$ cat config.mk
export PLATFORM = sky130hd
export DESIGN_NAME = ifetch_unit
export DESIGN_NICKNAME = d
export VERILOG_FILES = /design/src/rtl/ifetch_pkg.sv /design/src/rtl/ifetch_fifo.sv /design/src/rtl/ifetch_unit.sv
export SDC_FILE = /design/constraint.sdc
export NUM_CORES = 1
export LEC_CHECK = 0
export BUFFER_PORTS_ARGS = -buffer_cell sky130_fd_sc_hd__buf_2
export CAP_MARGIN = 20
export CORE_ASPECT_RATIO = 0.7
export CORE_MARGIN = 5
export CORE_UTILIZATION = 56
export DETAILED_ROUTE_END_ITERATION = 8
export GPL_TIMING_DRIVEN = 0
export HOLD_SLACK_MARGIN = 0.06
export PLACE_DENSITY = 0.8
export SLEW_MARGIN = 25
export SYNTH_ARGS = -nofsm -noshare
export SYNTH_HDL_FRONTEND = slang
export SYNTH_SLANG_ARGS = --single-unit
$ cat constraint.sdc
create_clock -name CLK -period 7.4 [get_ports CLK]
set_input_delay 0.37 -clock CLK [delete_from_list [all_inputs] [get_ports CLK]]
set_output_delay 0.37 -clock CLK [all_outputs]
set_load 0.01 [all_outputs]
$ cat src/rtl/ifetch_pkg.sv
// Shared types and constants for the RV32I instruction fetch stage.
package ifetch_pkg;

  localparam int XLEN = 32;
  localparam logic [XLEN-1:0] NOP = 32'h0000_0013;

  typedef struct packed {
    logic [XLEN-1:0] pc;
    logic [XLEN-1:0] instr;
  } fetch_entry_t;

  function automatic logic [XLEN-1:0] pc_plus4(input logic [XLEN-1:0] pc);
    return pc + 32'd4;
  endfunction

endpackage

$ cat src/rtl/ifetch_fifo.sv
// Synchronous FIFO of fetch entries with push, pop, flush and occupancy count.
// Flush empties the queue but leaves storage intact; reset also clears storage.
module ifetch_fifo
  import ifetch_pkg::*;
#(
  parameter int DEPTH = 2,
  parameter int CW    = $clog2(DEPTH + 1)
) (
  input  logic          clk,
  input  logic          rst,
  input  logic          push,
  input  fetch_entry_t  din,
  input  logic          pop,
  input  logic          flush,
  output fetch_entry_t  head,
  output logic [CW-1:0] count
);

  localparam int AW = (DEPTH > 1) ? $clog2(DEPTH) : 1;

  fetch_entry_t  mem [DEPTH];
  logic [AW-1:0] rd_ptr;
  logic [AW-1:0] wr_ptr;
  logic [CW-1:0] cnt;
  logic          do_push;
  logic          do_pop;

  function automatic logic [AW-1:0] next_ptr(input logic [AW-1:0] p);
    return (p == AW'(DEPTH - 1)) ? '0 : p + AW'(1);
  endfunction

  assign do_pop  = pop && (cnt != '0);
  // A push into a full queue is allowed only when the head leaves this cycle.
  assign do_push = push && ((cnt != CW'(DEPTH)) || do_pop);

  always_ff @(posedge clk or posedge rst) begin
    if (rst) begin
      rd_ptr <= '0;
      wr_ptr <= '0;
      cnt    <= '0;
      for (int i = 0; i < DEPTH; i++) begin
        mem[i] <= '0;
      end
    end else if (flush) begin
      rd_ptr <= '0;
      wr_ptr <= '0;
      cnt    <= '0;
    end else begin
      if (do_push) begin
        mem[wr_ptr] <= din;
        wr_ptr      <= next_ptr(wr_ptr);
      end
      if (do_pop) begin
        rd_ptr <= next_ptr(rd_ptr);
      end
      cnt <= cnt + CW'(do_push) - CW'(do_pop);
    end
  end

  assign head  = mem[rd_ptr];
  assign count = cnt;

endmodule

$ cat src/rtl/ifetch_unit.sv
// RV32I fetch stage: issues word requests, buffers responses with their PCs and
// hands them to decode. Define IFETCH_MISALIGN_CHK_EN for the sticky misaligned-target trap.
module ifetch_unit
  import ifetch_pkg::*;
#(
  parameter logic [31:0] RESETPC = 32'h0000_0000,
  parameter int          DEPTH   = 2
) (
  input  logic        CLK,
  input  logic        RST,
  output logic [31:0] IMADDR,
  output logic        IMREQ,
  input  logic        IMGNT,
  input  logic        IMRVALID,
  input  logic [31:0] IMRDATA,
  input  logic        PCSRC,
  input  logic [31:0] PCTARGET,
  output logic        IVALID,
  input  logic        IREADY,
  output logic [31:0] INSTR,
  output logic [31:0] PC,
  output logic [31:0] PCPLUS4,
  output logic        MISALIGN
);

  localparam int CW = $clog2(DEPTH + 1);

  logic [31:0]   fpc;
  logic [31:0]   target_load;
  logic [CW-1:0] drop_cnt;
  logic [CW-1:0] pcq_count;
  logic [CW-1:0] buf_count;
  logic [CW:0]   out_cnt;
  logic [CW:0]   credit;
  logic          grant;
  logic          resp_keep;
  logic          misalign_q;
  logic          buf_pop;
  fetch_entry_t  pcq_din;
  fetch_entry_t  pcq_head;
  fetch_entry_t  buf_din;
  fetch_entry_t  buf_head;

  // In-flight requests are the tracked PCs plus those already marked for discard.
  assign out_cnt = {1'b0, pcq_count} + {1'b0, drop_cnt};
  assign credit  = out_cnt + {1'b0, buf_count};

  assign IMREQ     = !RST && !misalign_q && (credit < (CW + 1)'(DEPTH));
  assign grant     = IMREQ && IMGNT;
  assign resp_keep = IMRVALID && (drop_cnt == '0) && !PCSRC;
  assign buf_pop   = IVALID && IREADY && !PCSRC;

  assign pcq_din = '{pc: fpc, instr: NOP};

  always_comb begin
    buf_din       = pcq_head;
    buf_din.instr = IMRDATA;
  end

`ifdef IFETCH_MISALIGN_CHK_EN
  assign target_load = PCTARGET;

  always_ff @(posedge CLK or posedge RST) begin
    if (RST) begin
      misalign_q <= 1'b0;
    end else if (PCSRC && (PCTARGET[1:0] != 2'b00)) begin
      misalign_q <= 1'b1;
    end
  end
`else
  assign target_load = PCTARGET & ~32'h3;
  assign misalign_q  = 1'b0;
`endif

  always_ff @(posedge CLK or posedge RST) begin
    if (RST) begin
      fpc <= RESETPC;
    end else if (PCSRC) begin
      fpc <= target_load;
    end else if (grant) begin
      fpc <= fpc + 32'd4;
    end
  end

  // On redirect every outstanding request, including a same-cycle grant, becomes
  // a discard; a same-cycle response is one of them and is consumed immediately.
  always_ff @(posedge CLK or posedge RST) begin
    if (RST) begin
      drop_cnt <= '0;
    end else if (PCSRC) begin
      drop_cnt <= CW'(out_cnt + (CW + 1)'(grant) - (CW + 1)'(IMRVALID));
    end else if (IMRVALID && (drop_cnt != '0)) begin
      drop_cnt <= drop_cnt - CW'(1);
    end
  end

  ifetch_fifo #(
    .DEPTH (DEPTH),
    .CW    (CW)
  ) u_pc_queue (
    .clk   (CLK),
    .rst   (RST),
    .push  (grant && !PCSRC),
    .din   (pcq_din),
    .pop   (resp_keep),
    .flush (PCSRC),
    .head  (pcq_head),
    .count (pcq_count)
  );

  ifetch_fifo #(
    .DEPTH (DEPTH),
    .CW    (CW)
  ) u_fetch_buf (
    .clk   (CLK),
    .rst   (RST),
    .push  (resp_keep),
    .din   (buf_din),
    .pop   (buf_pop),
    .flush (PCSRC),
    .head  (buf_head),
    .count (buf_count)
  );

  assign IMADDR   = fpc;
  assign IVALID   = (buf_count != '0);
  assign INSTR    = buf_head.instr;
  assign PC       = buf_head.pc;
  assign PCPLUS4  = pc_plus4(buf_head.pc);
  assign MISALIGN = misalign_q;

endmodule

### Yosys cells after proc, flatten, opt, wreduce, memory -nomap -nowiden

Index checks and enable logic that the tools add are counted.

* $lt $le $gt $ge: 7
* reduce and logical (&&, ||, !) cells: 30
* $add $sub $neg: 15
* muxes and demuxes: 30
* eq/ne operators: 2
* bitwise operators: 5

Operators with widths (count)
* 64-bit 2-to-1 mux: 8
* 128-bit bitwise mux: 2
* 64-bit demux with 1-bit select: 2
* 32-bit by 3-bit adder with 32-bit output (second input constant): 2
* 32-bit 2-to-1 mux: 2
* 2-bit nonzero test: 9
* 1-bit logical AND: 14
* 1-bit 2-to-1 mux: 12
* 2-bit greater-or-equal comparator (second input constant): 4
* 2-bit 2-to-1 mux: 4
* 1-bit inverter with 2-bit output: 4
* 2-bit by 1-bit adder with 2-bit output: 3
* 2-bit by 1-bit subtractor with 2-bit output: 3
* 1-bit adder (second input constant): 4
* 2-bit by 1-bit less-than comparator with 1-bit output (second input constant): 2
* 2-bit inequality test (second input constant): 2
* 2-bit AND reduction: 2
* 2-bit by 2-bit adder with 3-bit output: 1
* 3-bit by 2-bit adder with 3-bit output: 1
* 3-bit by 2-bit less-than comparator with 1-bit output (second input constant): 1
* 1-bit zero test: 2
* 2-bit zero test: 1
* 1-bit logical OR: 2
* 2-bit by 1-bit subtractor with 2-bit output (second input constant): 1
* 1-bit inverter: 1

* output and inout bits: 131
* flip-flop bits (word level): 298
* word-level logic and storage cells: 105
* bits of input ports: 70

### Longest topological paths before layout

* word-level depth: 10
* mapped depth: 14
* mapped depth without buffers: 13

### Hierarchy

Synthesis repeated with hierarchy kept, for this count alone.

* cells, all modules: 1060
* area, all modules: 14631.5 µm²

By module, submodules not included
* ifetch_fifo: cells an instance 364, area each 5973.2 µm², sequential area each 3303.2 µm², instances 2
* ifetch_unit: cells an instance 332, area each 2685.1 µm², sequential area each 800.8 µm², instances 1

### Least setup slack after synthesis

Ideal clock, no wire load.

* path kind: flip-flop to output port
* start point: register u_fetch_buf.rd_ptr
* end point: output port PCPLUS4[22]
* arrival time: 2.870 ns
* cell stages (with the launch flop): 13
* slack: 4.160 ns
* data required time: 7.030 ns
* path buffers: 4
* path through: dfrtp_1 buf_2 buf_4 clkbuf_1 buf_2 mux2i_1 inv_1 ha_1 inv_1 a211oi_2 nand3_2 nor3b_1 xor2_1

* word-level cells in the longest chain between the ends: 5

RTL lines
* start: declaration: line ifetch_fifo.sv:22 `logic [AW-1:0] rd_ptr;`
* start signal: assignment: line ifetch_fifo.sv:54 `rd_ptr <= next_ptr(rd_ptr);`
* 1-bit inverter with 2-bit output (not written as such): line ifetch_fifo.sv:60 `assign head = mem[rd_ptr];`
* 64-bit 2-to-1 mux (not written as such) (3 in series): line ifetch_fifo.sv:60
* via PC[2]: line ifetch_unit.sv:21 `output logic [31:0] PC,`
* 32-bit by 3-bit adder with 32-bit output: line ifetch_pkg.sv:13 `return pc + 32'd4;`
* end: declaration: line ifetch_unit.sv:22 `output logic [31:0] PCPLUS4,`

The timed path passes the listed nets, and every way through them passes these cells. The select of a mux whose other input is x is not followed.

### Worst setup path in the final report

* start point: register u_fetch_buf.rd_ptr
* end point: output port PCPLUS4[18]

* word-level cells in the longest chain between the ends: 5

RTL lines (line)
* 1-bit inverter with 2-bit output (not written as such): ifetch_fifo.sv:60
* 64-bit 2-to-1 mux (not written as such) (3 in series): ifetch_fifo.sv:60
* 32-bit by 3-bit adder with 32-bit output: ifetch_pkg.sv:13

Every way passes these cells. The select of a mux whose other input is x is not followed.

==> key figures <==
STA
  • Period minus WS final: about 4.7 ns
  • Clk_skew: around 0.0094 ns
  • Post-route setup slack: about 2.7 ns
  • Fmax: between 200 and 250 MHz
  • Post-route setup TNS: 0 ns
  • Slew Limit Fails: 0
  • Hold Violations, Final: 0
  • RSZ-0062 raised after global routing: false
  • Final Setup Violations: 0
  • Rel. slew slack: slightly below 50%
  • Worst slew pin tran: about 0.76 ns
  • Tcrit/Tclk final: roughly 64%

Pwr
  • Total power: 5.249 mW
  • Switching share of power: about a third
  • Sequential fraction of design power: 38.3%
  • Internal: about 3.4 mW
  • Pwr/cell area: 398.2 nW/um^2
  • Worst IR drop on VDD: between 0.00015 and 0.0002 V
  • Leak: about 6.3 nW
  • Power share of the clock group: 23.1%
  • Sw power: approximately 1.8 mW
  • Gate power share: just under 40%

Layout
  • Commonest non-fill, non-tap cells in the layout: dfrtp_1, buf_2, mux2_2
  • Final instance area: 13180 um^2
  • Area of the multi-input gates: approximately 5000 um^2
  • Area grow syn2layout: 19.70%
  • Commonest non-fill, non-tap cell in the layout: dfrtp_1
  • Filler Cell Count: 1489
  • Storage element area: about 5600 um^2
  • Final cell count without fillers: about 1400
  • # nets final: around 1300
  • N_diodes: 0
  • Share of layout cells above drive strength 1: 38.51%

Worst setup path
  • CP bufs+invs: 7
  • Cell family with most CP delay: buffers and inverters
  • CP Launch Point: u_fetch_buf.rd_ptr
  • Max stage delay cell, worst path: clkbuf_1
  • Reg2Reg Depth: 11
  • WP depth: 13
  • Crit path cell chain: buf_2 -> buf_4 -> clkbuf_1 -> buf_2 -> mux2i_1 -> inv_1 -> ha_1 -> inv_1 -> a211oi_2 -> nand3_2 -> nor3_1 -> xor2_1 -> buf_2
  • Critical Path End Type: output pin
  • Critical path endpoint: PCPLUS4[18]
  • CP most frequent cell: buf_2
  • R2R setup slack: between 3 and 4 ns
  • WP data arrival: about 4.4 ns
  • FF-to-FF End: u_pc_queue.mem[104]
  • CP max stage delay: between 0.5 and 0.6 ns
  • Worst-path fanout max: 10
  • Critical path startpoint category: flip-flop
  • Critical path class: reg -> out
  • Required @ worst endpoint: about 7 ns
  • Reg-to-reg startpoint: u_pc_queue.count[0]

Placed design
  • Placed cell areas: between 10000 and 15000 um^2
  • Cell Count Post-Placement: ~1400
  • Port bufs: about 190
  • GP Congestion: ~0.9
  • DP HPWL: ~20000 um
  • Pre-CTS setup slack: ~3.2 ns

Synth
  • Yosys reg bits: roughly 220
  • Cell count after synthesis: 945
  • EDFF count, synth: 0
  • Main flop type after synthesis: dfrtp_1
  • Ys async rst share: between 90% and 100%
  • Post-Syn Area: 11010 um^2
  • Average size of a mapped cell: about 12 um^2
  • Yosys warns: 0
  • Sequential-to-total area share from yosys stat: ~50%
  • Netlist cell types: 50

Run
  • Max-cap violations: 0

Die
  • Die W: 177.6 um
  • Ports: around 200
  • Die footprint: approximately 23000 um^2
  • Die Y-Extent: approximately 130 um
  • Initial core utilization: between 50% and 60%
  • CORE AREA: ~19000 um^2
  • Row cnt: between 40 and 50

GRT
  • Global-route wire length before repair: ~43000 um
  • GRT Resource Usage Total: roughly 24%
  • Largest net degree at the start of global routing: 104
  • Vias in the first global route: approximately 8000
  • Gr ovfl total: 0
  • Initial antenna violation count: 0

Drt
  • DRC Markers: 0
  • ANT nets after route: 0
  • Top Layer Used: met4
  • Total Wirelength: between 20000 and 30000 um
  • DR WL met3: 2057 um
  • DRT met1 WL: about 13000 um
  • Vias per cell: around 5.6
  • Met2 Wirelength: roughly 12000 um
  • Iteration-0 DRC Markers: approximately 500
  • Total number of vias: approximately 8100
  • First-pass DRT Iterations: 5
  • Routed len/inst: 18.98 um

CTS
  • Clk_lat worst skew: 0.50 ns
  • CTS sink cnt: around 220
  • H-tree levels: 1
  • Clock Tree Root: clkbuf_16
  • Postcts setup bufs: 0
  • Clock transition at path regs: roughly 0.07 ns
  • CTS tree: built
  • CTS Buffer Depth: 3
  • Inserted Clock Buffers: 22

Outcome
  • Outcome: finished clean

Worst hold path
  • HP Class: in -> reg
-- cells in the mapped netlist (all sizes together), types with 4 or more instances --
| library cell | n | area, um^2 |
|---|---|---|
| a31oi | 4 | 25.02 |
| xnor2 | 23 | 201.4 |
| dfrtp | 224 | 5605 |
| mux2i | 41 | 410.4 |
| nand3 | 18 | 95.09 |
| o21ai | 65 | 325.3 |
| ha | 10 | 125.1 |
| and3 | 8 | 50.05 |
| and4 | 6 | 52.55 |
| xor2 | 41 | 359.1 |
| nand4 | 21 | 137.6 |
| nand2b | 8 | 57.55 |
| nor3 | 12 | 60.06 |
| and2 | 4 | 25.02 |
| clkbuf | 22 | 82.58 |
| nand2 | 99 | 379.1 |
| buf | 38 | 255.2 |
| mux2 | 174 | 2072 |
| nor2 | 46 | 172.7 |
| inv | 20 | 75.07 |
| a21oi | 31 | 155.2 |
-- worst reg2reg max path: cells and delay by family (launching register included) --
| family | cells | cell delay (ns) |
|---|---|---|
| adders and majority gates | 3 | 1.25 |
| and+or+nand+nor | 3 | 0.50 |
| DFF | 1 | 0.41 |
| muxes | 1 | 0.31 |
| buffers and inverters | 3 | 0.37 |
| AOI/OAI and AO/OA | 1 | 0.46 |
-- per-layer routing --
layer / track usage [%] / vias up
li1: - / 3738
met1: 37.15 / 4000
met2: 36.12 / 286
met3: 4.814 / 30
met4: 3.955 / 0
met5: 0 / -
-- how the worst min path moves through the flow --
stage	cells after the start	slack, ns	from	to
5_1_grt	3	0.07	PCTARGET[3]	IMADDR[3]
3_5_place_dp	2	0.36	RST	IMADDR[9]
6_report	3	0.07	PCTARGET[7]	IMADDR[7]
2_1_floorplan	2	0.44	u_fetch_buf.mem[54]	u_fetch_buf.mem[54]
4_1_cts	3	0.06	PCTARGET[7]	IMADDR[7]
3_3_place_gp	2	0.46	u_fetch_buf.mem[60]	u_fetch_buf.mem[60]
-- cell type report --
class | count | area share, %
sequential | 224 | 42.52
multi-input combinational | 647 | 38.06
timing repair buffer | 194 | 7.745
clock buffer | 28 | 4.736
buffer | 60 | 2.563
tap | 264 | 2.506
clock inverter | 11 | 1.243
inverter | 20 | 0.6264
-- power groups by stage --
stage / sequential (mW) / combinational, mW / clock, mW
detailed placement: 2.02 / 2.01 / 0
global route: 2.06 / 2.22 / 1.28
finish: 2.01 / 2.03 / 1.21
global placement: 1.98 / 1.95 / 0
floorplan: 1.92 / 1.38 / 0
CTS: 2.00 / 2.04 / 1.23
-- metrics by stage --
stage,hold slack [ns],util [%]
6_report,0.06924,68.92
5_1_grt,0.06991,68.92
4_1_cts,0.06131,68.92
3_5_place_dp,0.3597,64.74
3_3_place_gp,0.4553,64.42
2_1_floorplan,0.4444,-
-- registers in the layout, summed over array words and instances, names as in the netlist, 2 cells and up --
signal	flops
IMADDR	30
u_fetch_buf.count	2
u_fetch_buf.mem	124
u_pc_queue.mem	60
u_pc_queue.count	2
drop_cnt	2
-- cells by family after synthesis --
family	synth area share, %
flip-flops	50.90
XOR/XNOR	5.090
adder cells (fa/ha/maj)	1.500
AND/OR/NAND/NOR	10.59
buffers and inverters	3.749
other	0.03405
AO/OA/AOI/OAI	5.601
multiplexers	22.54
-- what timing repair did --
action,CTS,global route
gates resized for setup,0,0
endpoints found under the setup margin,0,0
hold buffers,1,0
endpoints found under the hold margin,25,0
Note: power is estimated with default switching activity, not from simulation.
